[config.mk]
export PLATFORM = sky130hd
export DESIGN_NAME = operand2_imm_encoder
export DESIGN_NICKNAME = d
export VERILOG_FILES = /design/src/rtl/operand2_imm_encoder.sv
export SDC_FILE = /design/constraint.sdc
export NUM_CORES = 1
export LEC_CHECK = 0
export CORE_UTILIZATION = 50
export CTS_CLUSTER_SIZE = 14
export DETAILED_ROUTE_END_ITERATION = 6
export GPL_ROUTABILITY_DRIVEN = 0
export PLACE_DENSITY = 0.82
export SYNTH_ARGS = -nofsm -noshare
export SYNTH_HDL_FRONTEND = slang
export SYNTH_SLANG_ARGS = --single-unit
[constraint.sdc]
create_clock -name clk -period 4 [get_ports clk]
set_input_delay 0.8 -clock clk [delete_from_list [all_inputs] [get_ports clk]]
set_output_delay 0.8 -clock clk [all_outputs]
set_load 0.01 [all_outputs]
[src/rtl/operand2_imm_encoder.sv]
// ---------------------------------------------------------------------------
// operand2_imm_encoder
//
// Purpose
//   Finds the ARM data-processing rotate-immediate encoding {rot, imm8} of a
//   32-bit constant, so that ROR(imm8, 2*rot) == value. The search is
//   sequential and tests one rotation per cycle, smallest rot first. With
//   ALLOW_INVERT set, a value that has no encoding is searched again as
//   ~value, which lets the caller replace a MOV with an MVN.
//
// Parameters
//   ALLOW_INVERT   1: after a full miss, search again with ~value
//
// Ports
//   clk            clock, all state changes on the rising edge
//   rst            synchronous reset, active-high
//   in_valid       request valid
//   in_ready       request accepted when high (IDLE only)
//   in_value       constant to encode
//   out_valid      result valid (DONE only)
//   out_ready      consumer takes the result
//   shift_operand  {rot[3:0], imm8[7:0]}; zero when found=0
//   found          an encoding exists
//   inverted       the encoding is of ~in_value
// ---------------------------------------------------------------------------
module operand2_imm_encoder #(
  parameter bit ALLOW_INVERT = 1'b1
) (
  input  logic        clk,
  input  logic        rst,
  input  logic        in_valid,
  output logic        in_ready,
  input  logic [31:0] in_value,
  output logic        out_valid,
  input  logic        out_ready,
  output logic [11:0] shift_operand,
  output logic        found,
  output logic        inverted
);

  typedef enum logic [1:0] {
    IDLE,
    SEARCH,
    DONE
  } state_t;

  state_t      state_q, state_d;
  logic [31:0] cand_q, cand_d;
  logic [3:0]  rot_q, rot_d;
  logic        inv_q, inv_d;
  logic [11:0] shift_q, shift_d;
  logic        found_q, found_d;
  logic        inverted_q, inverted_d;

  // Rotate-left of the candidate by 2*rot. Undoing ROR(imm8, 2*rot) this way
  // means the candidate is encodable at this rot exactly when the upper
  // 24 bits of the rotated word are zero. At shamt=0 the right shift is a
  // full 32 bits and contributes nothing, which is the intended result.
  logic [4:0]  shamt;
  logic [31:0] rolled;

  assign shamt  = {rot_q, 1'b0};
  assign rolled = (cand_q << shamt) | (cand_q >> (6'd32 - {1'b0, shamt}));

  // NOTE: every variable gets its hold value first so no path through the
  // case statement leaves one unassigned, which would infer a latch.
  always_comb begin
    state_d    = state_q;
    cand_d     = cand_q;
    rot_d      = rot_q;
    inv_d      = inv_q;
    shift_d    = shift_q;
    found_d    = found_q;
    inverted_d = inverted_q;

    unique case (state_q)
      IDLE: begin
        if (in_valid) begin
          cand_d  = in_value;
          rot_d   = 4'd0;
          inv_d   = 1'b0;
          state_d = SEARCH;
        end
      end

      SEARCH: begin
        if (rolled[31:8] == 24'd0) begin
          shift_d    = {rot_q, rolled[7:0]};
          found_d    = 1'b1;
          inverted_d = inv_q;
          state_d    = DONE;
        end else if (rot_q != 4'hF) begin
          rot_d = rot_q + 4'd1;
        end else if (ALLOW_INVERT && !inv_q) begin
          // The inverted pass always follows a complete non-inverted pass,
          // so a direct encoding is preferred over an MVN substitution.
          cand_d = ~cand_q;
          inv_d  = 1'b1;
          rot_d  = 4'd0;
        end else begin
          shift_d    = 12'h000;
          found_d    = 1'b0;
          inverted_d = 1'b0;
          state_d    = DONE;
        end
      end

      DONE: begin
        // A request presented together with out_ready is not taken here;
        // it is accepted from IDLE on the following edge.
        if (out_ready) begin
          state_d = IDLE;
        end
      end

      default: state_d = IDLE;
    endcase
  end

  // NOTE: state registers use non-blocking assignments so every register
  // samples the values from before the edge, whatever the statement order.
  always_ff @(posedge clk) begin
    if (rst) begin
      state_q    <= IDLE;
      cand_q     <= 32'd0;
      rot_q      <= 4'd0;
      inv_q      <= 1'b0;
      shift_q    <= 12'h000;
      found_q    <= 1'b0;
      inverted_q <= 1'b0;
    end else begin
      state_q    <= state_d;
      cand_q     <= cand_d;
      rot_q      <= rot_d;
      inv_q      <= inv_d;
      shift_q    <= shift_d;
      found_q    <= found_d;
      inverted_q <= inverted_d;
    end
  end

  assign in_ready      = (state_q == IDLE);
  assign out_valid     = (state_q == DONE);
  assign shift_operand = shift_q;
  assign found         = found_q;
  assign inverted      = inverted_q;

endmodule

==> out/metrics.yaml, run 1 <==
outcome: "completed"
synth_edf_count: 0
dr.pass1.iters: 5
initial_utilization: 0.525
pin_count: 52
setup_slack_ns: 0.289
setup.worst_path.class: "reg -> reg"
cts_sinks: 53
globalRoute.totalOverflow: 0
vias: 4069
n_antenna_cell: 0
grt_setup_unrepaired: "no"
hold_viol_final: 0
final_layout_size_suffix_gt1_frac: 0.110
setup_viol: 0
dp_hpwl_um: 7450
core_um2: 7850
multi_input_area_um2: 2740
grt_use_total: 0.252
synthArstFlopShare: 0
ys_warn_count: 0
rows: 32
critPathLaunchType: "flip-flop"
clk_pin_slew_ns: 0.09
ant_nets: 0
synth_nets: 541
die_h_um: 92.8
period_share: 0.928
ys_ff_latch: 53
htreeDepth: 2
avgSynthCellArea_um2: 8.19
p_leak_uw: 0.00158
die_area_um2: 8610
grt_pass1_wl_um: 17500
clk_root_buffer_cell: "clkbuf_8"
grt_antenna_before_repair: 0
period_minus_slack_ns: 3.71
stdcell_count: 618
clock_latency_ns: 0.32
synth_ff_type: "dfxtp_1"
postCtsHoldBufs: 0
fmax_mhz: 269
final_cell_area_um2: 4690
cts_setup_buffers: 0
endpoint_kind: "flip-flop"
chipWidth_um: 92.8
numPortBuffers: 51
hold_class: "reg -> reg"
placed_area_um2: 4600
n_fill_cell: 734
clockBufferDepth: 2
powerDensity_nw_per_um2: 353
fin_tns_setup_ns: 0
placedCellCount: 611
syn-instance-count: 503
tritoncts: "yes"
ys_seq_area_frac: 0.257
wl_um: 10600
synth_cell_type_count: 61
tightest_slew_ns: 0.820
hold_ws_ns: 0.478
drc: 0
num-nets-final: 554
finalMaxSlewViolations: 0
grt_max_degree: 70
cts_buffers: 5
path_max_fanout: 32
wire_per_inst_um: 17.1
relSlewSlack: 0.451
required_ns: 4.27
synth_area_um2: 4120
drt-initial-drc-count: 415
avgViaCountPerCell: 6.58
arrival_ns: 3.98
ff_latch_area_um2: 1060
fin_skew_ns: 0.00294
ir_drop_uv: 187
areaGrowthSynthToFinish_pct: 13.7
grt_pass1_vias: 3594
cts_resized: 0
dpl_worst_slack_ns: 0.350
cap_violations: 0
## state kept, by name (all words and copies together) (netlist names)
signal         count
inv_q              1
state_q            2
shift_operand     12
cand_q            32
rot_q              4
found              1
inverted           1
## cell usage in the layout, fill, tap and decap left out, types with 13 or more instances in the layout
cell type,Yosys,layout
nor2_1,85,85
o32ai_1,13,13
a21oi_1,21,20
mux4_2,27,27
nor3_1,15,15
clkdlybuf4s50_1,0,51
dfxtp_1,53,52
inv_1,17,17
a32o_1,32,32
nand2_1,53,53
## path summary, 6_finish.rpt
kind / startpoint / to / slack [ns] / cells past startpoint
max: rot_q[0] / cand_q[20] / 0.29 / 10
max reg2reg: rot_q[0] / cand_q[20] / 0.29 / 10
min reg2reg: shift_operand[10] / shift_operand[10] / 0.48 / 2
min: shift_operand[10] / shift_operand[10] / 0.48 / 2
## synth_stat cells, types with 3 or more instances
library cell | instances | area [µm²]
a211oi_1 | 8 | 60.1
a21oi_1 | 21 | 105
a31oi_1 | 6 | 37.5
a32o_1 | 32 | 320
and2_1 | 3 | 18.8
buf_1 | 5 | 18.8
buf_2 | 12 | 60.1
buf_6 | 4 | 45.0
clkbuf_1 | 33 | 124
dfxtp_1 | 53 | 1060
inv_1 | 17 | 63.8
mux2_2 | 3 | 33.8
mux2i_1 | 11 | 110
mux4_2 | 27 | 608
nand2_1 | 53 | 199
nand2b_1 | 8 | 50.1
nand3_1 | 6 | 30.0
nand4_1 | 4 | 25.0
nor2_1 | 85 | 319
nor2b_1 | 6 | 37.5
nor3_1 | 15 | 75.1
nor4_1 | 5 | 31.3
o211ai_1 | 6 | 45.0
o21a_1 | 4 | 30.0
o21ai_0 | 11 | 55.1
o22ai_1 | 7 | 43.8
o31ai_1 | 4 | 30.0
o32ai_1 | 13 | 114
## layout make-up
class,count,share of cell area
inverters,19,0.0152
clock buffers,7,0.0184
flip-flops and latches,53,0.227
well taps,102,0.0272
repair buffers,61,0.128
multi-input cells,376,0.585
## per-layer routing
layer / wire [µm] / global-route usage / share of wire / vias up
met5: 0 / 0 / 0 / -
li1: - / - / - / 1907
met2: 5160 / 0.411 / 0.49 / 211
met4: 177 / 0.0795 / 0.017 / 0
met1: 4380 / 0.348 / 0.41 / 1927
met3: 863 / 0.0279 / 0.082 / 24
## worst max-delay path: stages (launching register included)
cell and delay, ns:
dfxtp_2 0.37, inv_2 0.12, ha_1 0.61, mux4_2 0.61, nor4_1 0.39, nand4_1 0.16, o21ai_1 0.12, o22ai_2 0.10
a31oi_4 0.43, o21ba_4 0.49, a32o_1 0.24
## where the power goes
group / switching [µW] / leakage (µW) / internal [µW]
Clock: 178 / 0.0000443 / 138
Sequential: 108 / 0.000434 / 576
Combinational: 329 / 0.00111 / 326
## stage by stage
stage / utilization / power [µW]
after floorplan: - / 1170
after global placement: 0.586 / 1310
after detailed placement: 0.586 / 1340
after CTS: 0.597 / 1650
after global routing: 0.597 / 1750
final: 0.597 / 1650
## cell families after synthesis
family	count (synthesis)	synth area share
AOI/OAI and AO/OA	139	0.266
xor gates and xnor gates	2	0.00425
adders and majority gates	2	0.00607
muxes	41	0.182
buffers and inverters	74	0.0792
and+or+nand+nor	192	0.205
DFF	53	0.257
(Power assumes the default switching activity.)
==> run 2, diff against run 1 <==
--- a/config.mk
+++ b/config.mk
@@ -5,11 +5,13 @@
 export SDC_FILE = /design/constraint.sdc
 export NUM_CORES = 1
 export LEC_CHECK = 0
+export CAP_MARGIN = 0
 export CORE_UTILIZATION = 50
 export CTS_CLUSTER_SIZE = 14
 export DETAILED_ROUTE_END_ITERATION = 6
 export GPL_ROUTABILITY_DRIVEN = 0
 export PLACE_DENSITY = 0.82
+export SETUP_SLACK_MARGIN = 0.15
 export SYNTH_ARGS = -nofsm -noshare
 export SYNTH_HDL_FRONTEND = slang
 export SYNTH_SLANG_ARGS = --single-unit
==> run 2 against run 1 <==
Against the previous run: core utilization grew 1.1 points; total power grew 0.91%; sequential power is essentially flat; largest cell class unchanged; via count grew 2.2%.
==> out/metrics.yaml, run 2 (same netlist as run 1, synthesis figures left out) <==
setup_viol: 0
pin_count: 52
clockBufferDepth: 2
relSlewSlack: 0.389
avgViaCountPerCell: 6.64
whs_path_depth: 2
utilization: 0.608
regMostFlops: "cand_q"
arrival_ns: 3.78
drt-initial-drc-count: 442
globalRoute.totalOverflow: 0
period_minus_slack_ns: 3.56
required_ns: 4.22
numPortBuffers: 51
rows: 32
tritoncts: "yes"
vias: 4158
grt_antenna_before_repair: 0
ir_drop_uv: 187
num-nets-final: 562
r2r_end: "cand_q[20]"
r2r_slack_ns: 0.44
hold_class: "reg -> reg"
grt_pass1_wl_um: 17500
hold_viol_final: 0
core_um2: 7850
period_share: 0.890
powerDensity_nw_per_um2: 350
wire_per_inst_um: 17.7
final_cell_mix: "nor2_1 (85), nand2_1 (52), dfxtp_1 (52)"
largest_reg_flops: 32
tightest_slew_ns: 0.913
cts_sinks: 53
grt_setup_unrepaired: "no"
multi_input_area_um2: 2760
ff_latch_area_um2: 1060
final_layout_size_suffix_gt1_frac: 0.126
clock_latency_ns: 0.32
initial_utilization: 0.525
drc: 0
n_antenna_cell: 0
chipWidth_um: 92.8
hold_end: "shift_operand[10]"
critPathLaunchType: "flip-flop"
cts_buffers: 5
setup.worst_path.class: "reg -> reg"
die_area_um2: 8610
dp_hpwl_um: 7450
r2r-start: "rot_q[0]"
fmax_mhz: 281
areaGrowthSynthToFinish_pct: 15.7
finalMaxSlewViolations: 0
cap_violations: 0
fin_skew_ns: 0.00413
n_fill_cell: 721
p_leak_uw: 0.00163
r2r_cells: 13
dr.pass1.iters: 5
clk_pin_slew_ns: 0.09
outcome: "completed"
ant_nets: 0
wl_um: 11100
htreeDepth: 2
clk_root_buffer_cell: "clkbuf_8"
endpoint_kind: "flip-flop"
grt_use_total: 0.252
final_common_cell: "nor2_1"
grt_max_degree: 70
postCtsHoldBufs: 0
path_max_fanout: 32
die_h_um: 92.8
fin_tns_setup_ns: 0
grt_pass1_vias: 3594
min_from: "shift_operand[10]"
run 2: cell types whose count changed in the layout (fill, tap and decap cells not counted):
cell	change
buf_12	+1
buf_4	+6
nand2_1	-1
nand2_2	+1
o21ba_4	+1
run 2: stage by stage:
stage               std cells  total power, µW  setup WS, ns  hold WS, ns  instance area (µm²)
floorplan                 503             1170         0.717        0.497                 4120
global placement          611             1310         0.475        0.463                 4600
detailed placement        611             1340         0.350        0.467                 4600
CTS                       618             1650         0.321        0.481                 4690
global route              626             1760         0.235        0.511                 4770
finish                    626             1670         0.438        0.479                 4770
run 2: where the power goes:
part | switching, µW | internal [µW] | total [µW]
registers | 109 | 576 | 686
clock network | 179 | 138 | 317
logic | 337 | 331 | 668
run 2: critical path, stage by stage (launching register included):
cell     delay, ns
dfxtp_2       0.37
inv_2         0.12
ha_1          0.60
buf_4         0.31
mux4_2        0.34
nor4_2        0.27
nand3_1       0.10
nor3_1        0.28
o22ai_2       0.15
a31oi_4       0.18
buf_12        0.15
a21oi_2       0.05
buf_4         0.25
a32o_1        0.26
run 2: worst max-delay path by stage:
stage / from / endpoint / slack [ns] / depth (start not counted)
2_1_floorplan: rot_q[0] / cand_q[1] / 0.72 / 15
3_3_place_gp: rot_q[0] / cand_q[30] / 0.48 / 11
3_5_place_dp: rot_q[0] / cand_q[20] / 0.35 / 11
4_1_cts: rot_q[0] / cand_q[20] / 0.32 / 11
5_1_grt: rot_q[0] / shift_operand[3] / 0.24 / 12
6_report: rot_q[0] / cand_q[20] / 0.44 / 13
run 2: routing by layer:
layer | wire, µm | vias to the layer above | track usage
li1 | - | 1928 | -
met1 | 4520 | 1968 | 0.348
met2 | 5350 | 236 | 0.411
met3 | 1010 | 26 | 0.0279
met4 | 209 | 0 | 0.0795
met5 | 0 | - | 0
run 2: final cells by class:
cell class	instances	area share
Sequential cell	53	0.223
Timing Repair Buffer	68	0.139
Multi-Input combinational cell	377	0.578
Inverter	19	0.0150
Tap cell	102	0.0268
Clock buffer	7	0.0181
run 2: repair_timing:
item                                    CTS  global route
endpoints found under the setup margin    0            44
resized for setup                         0             2
buffers inserted                          0             7
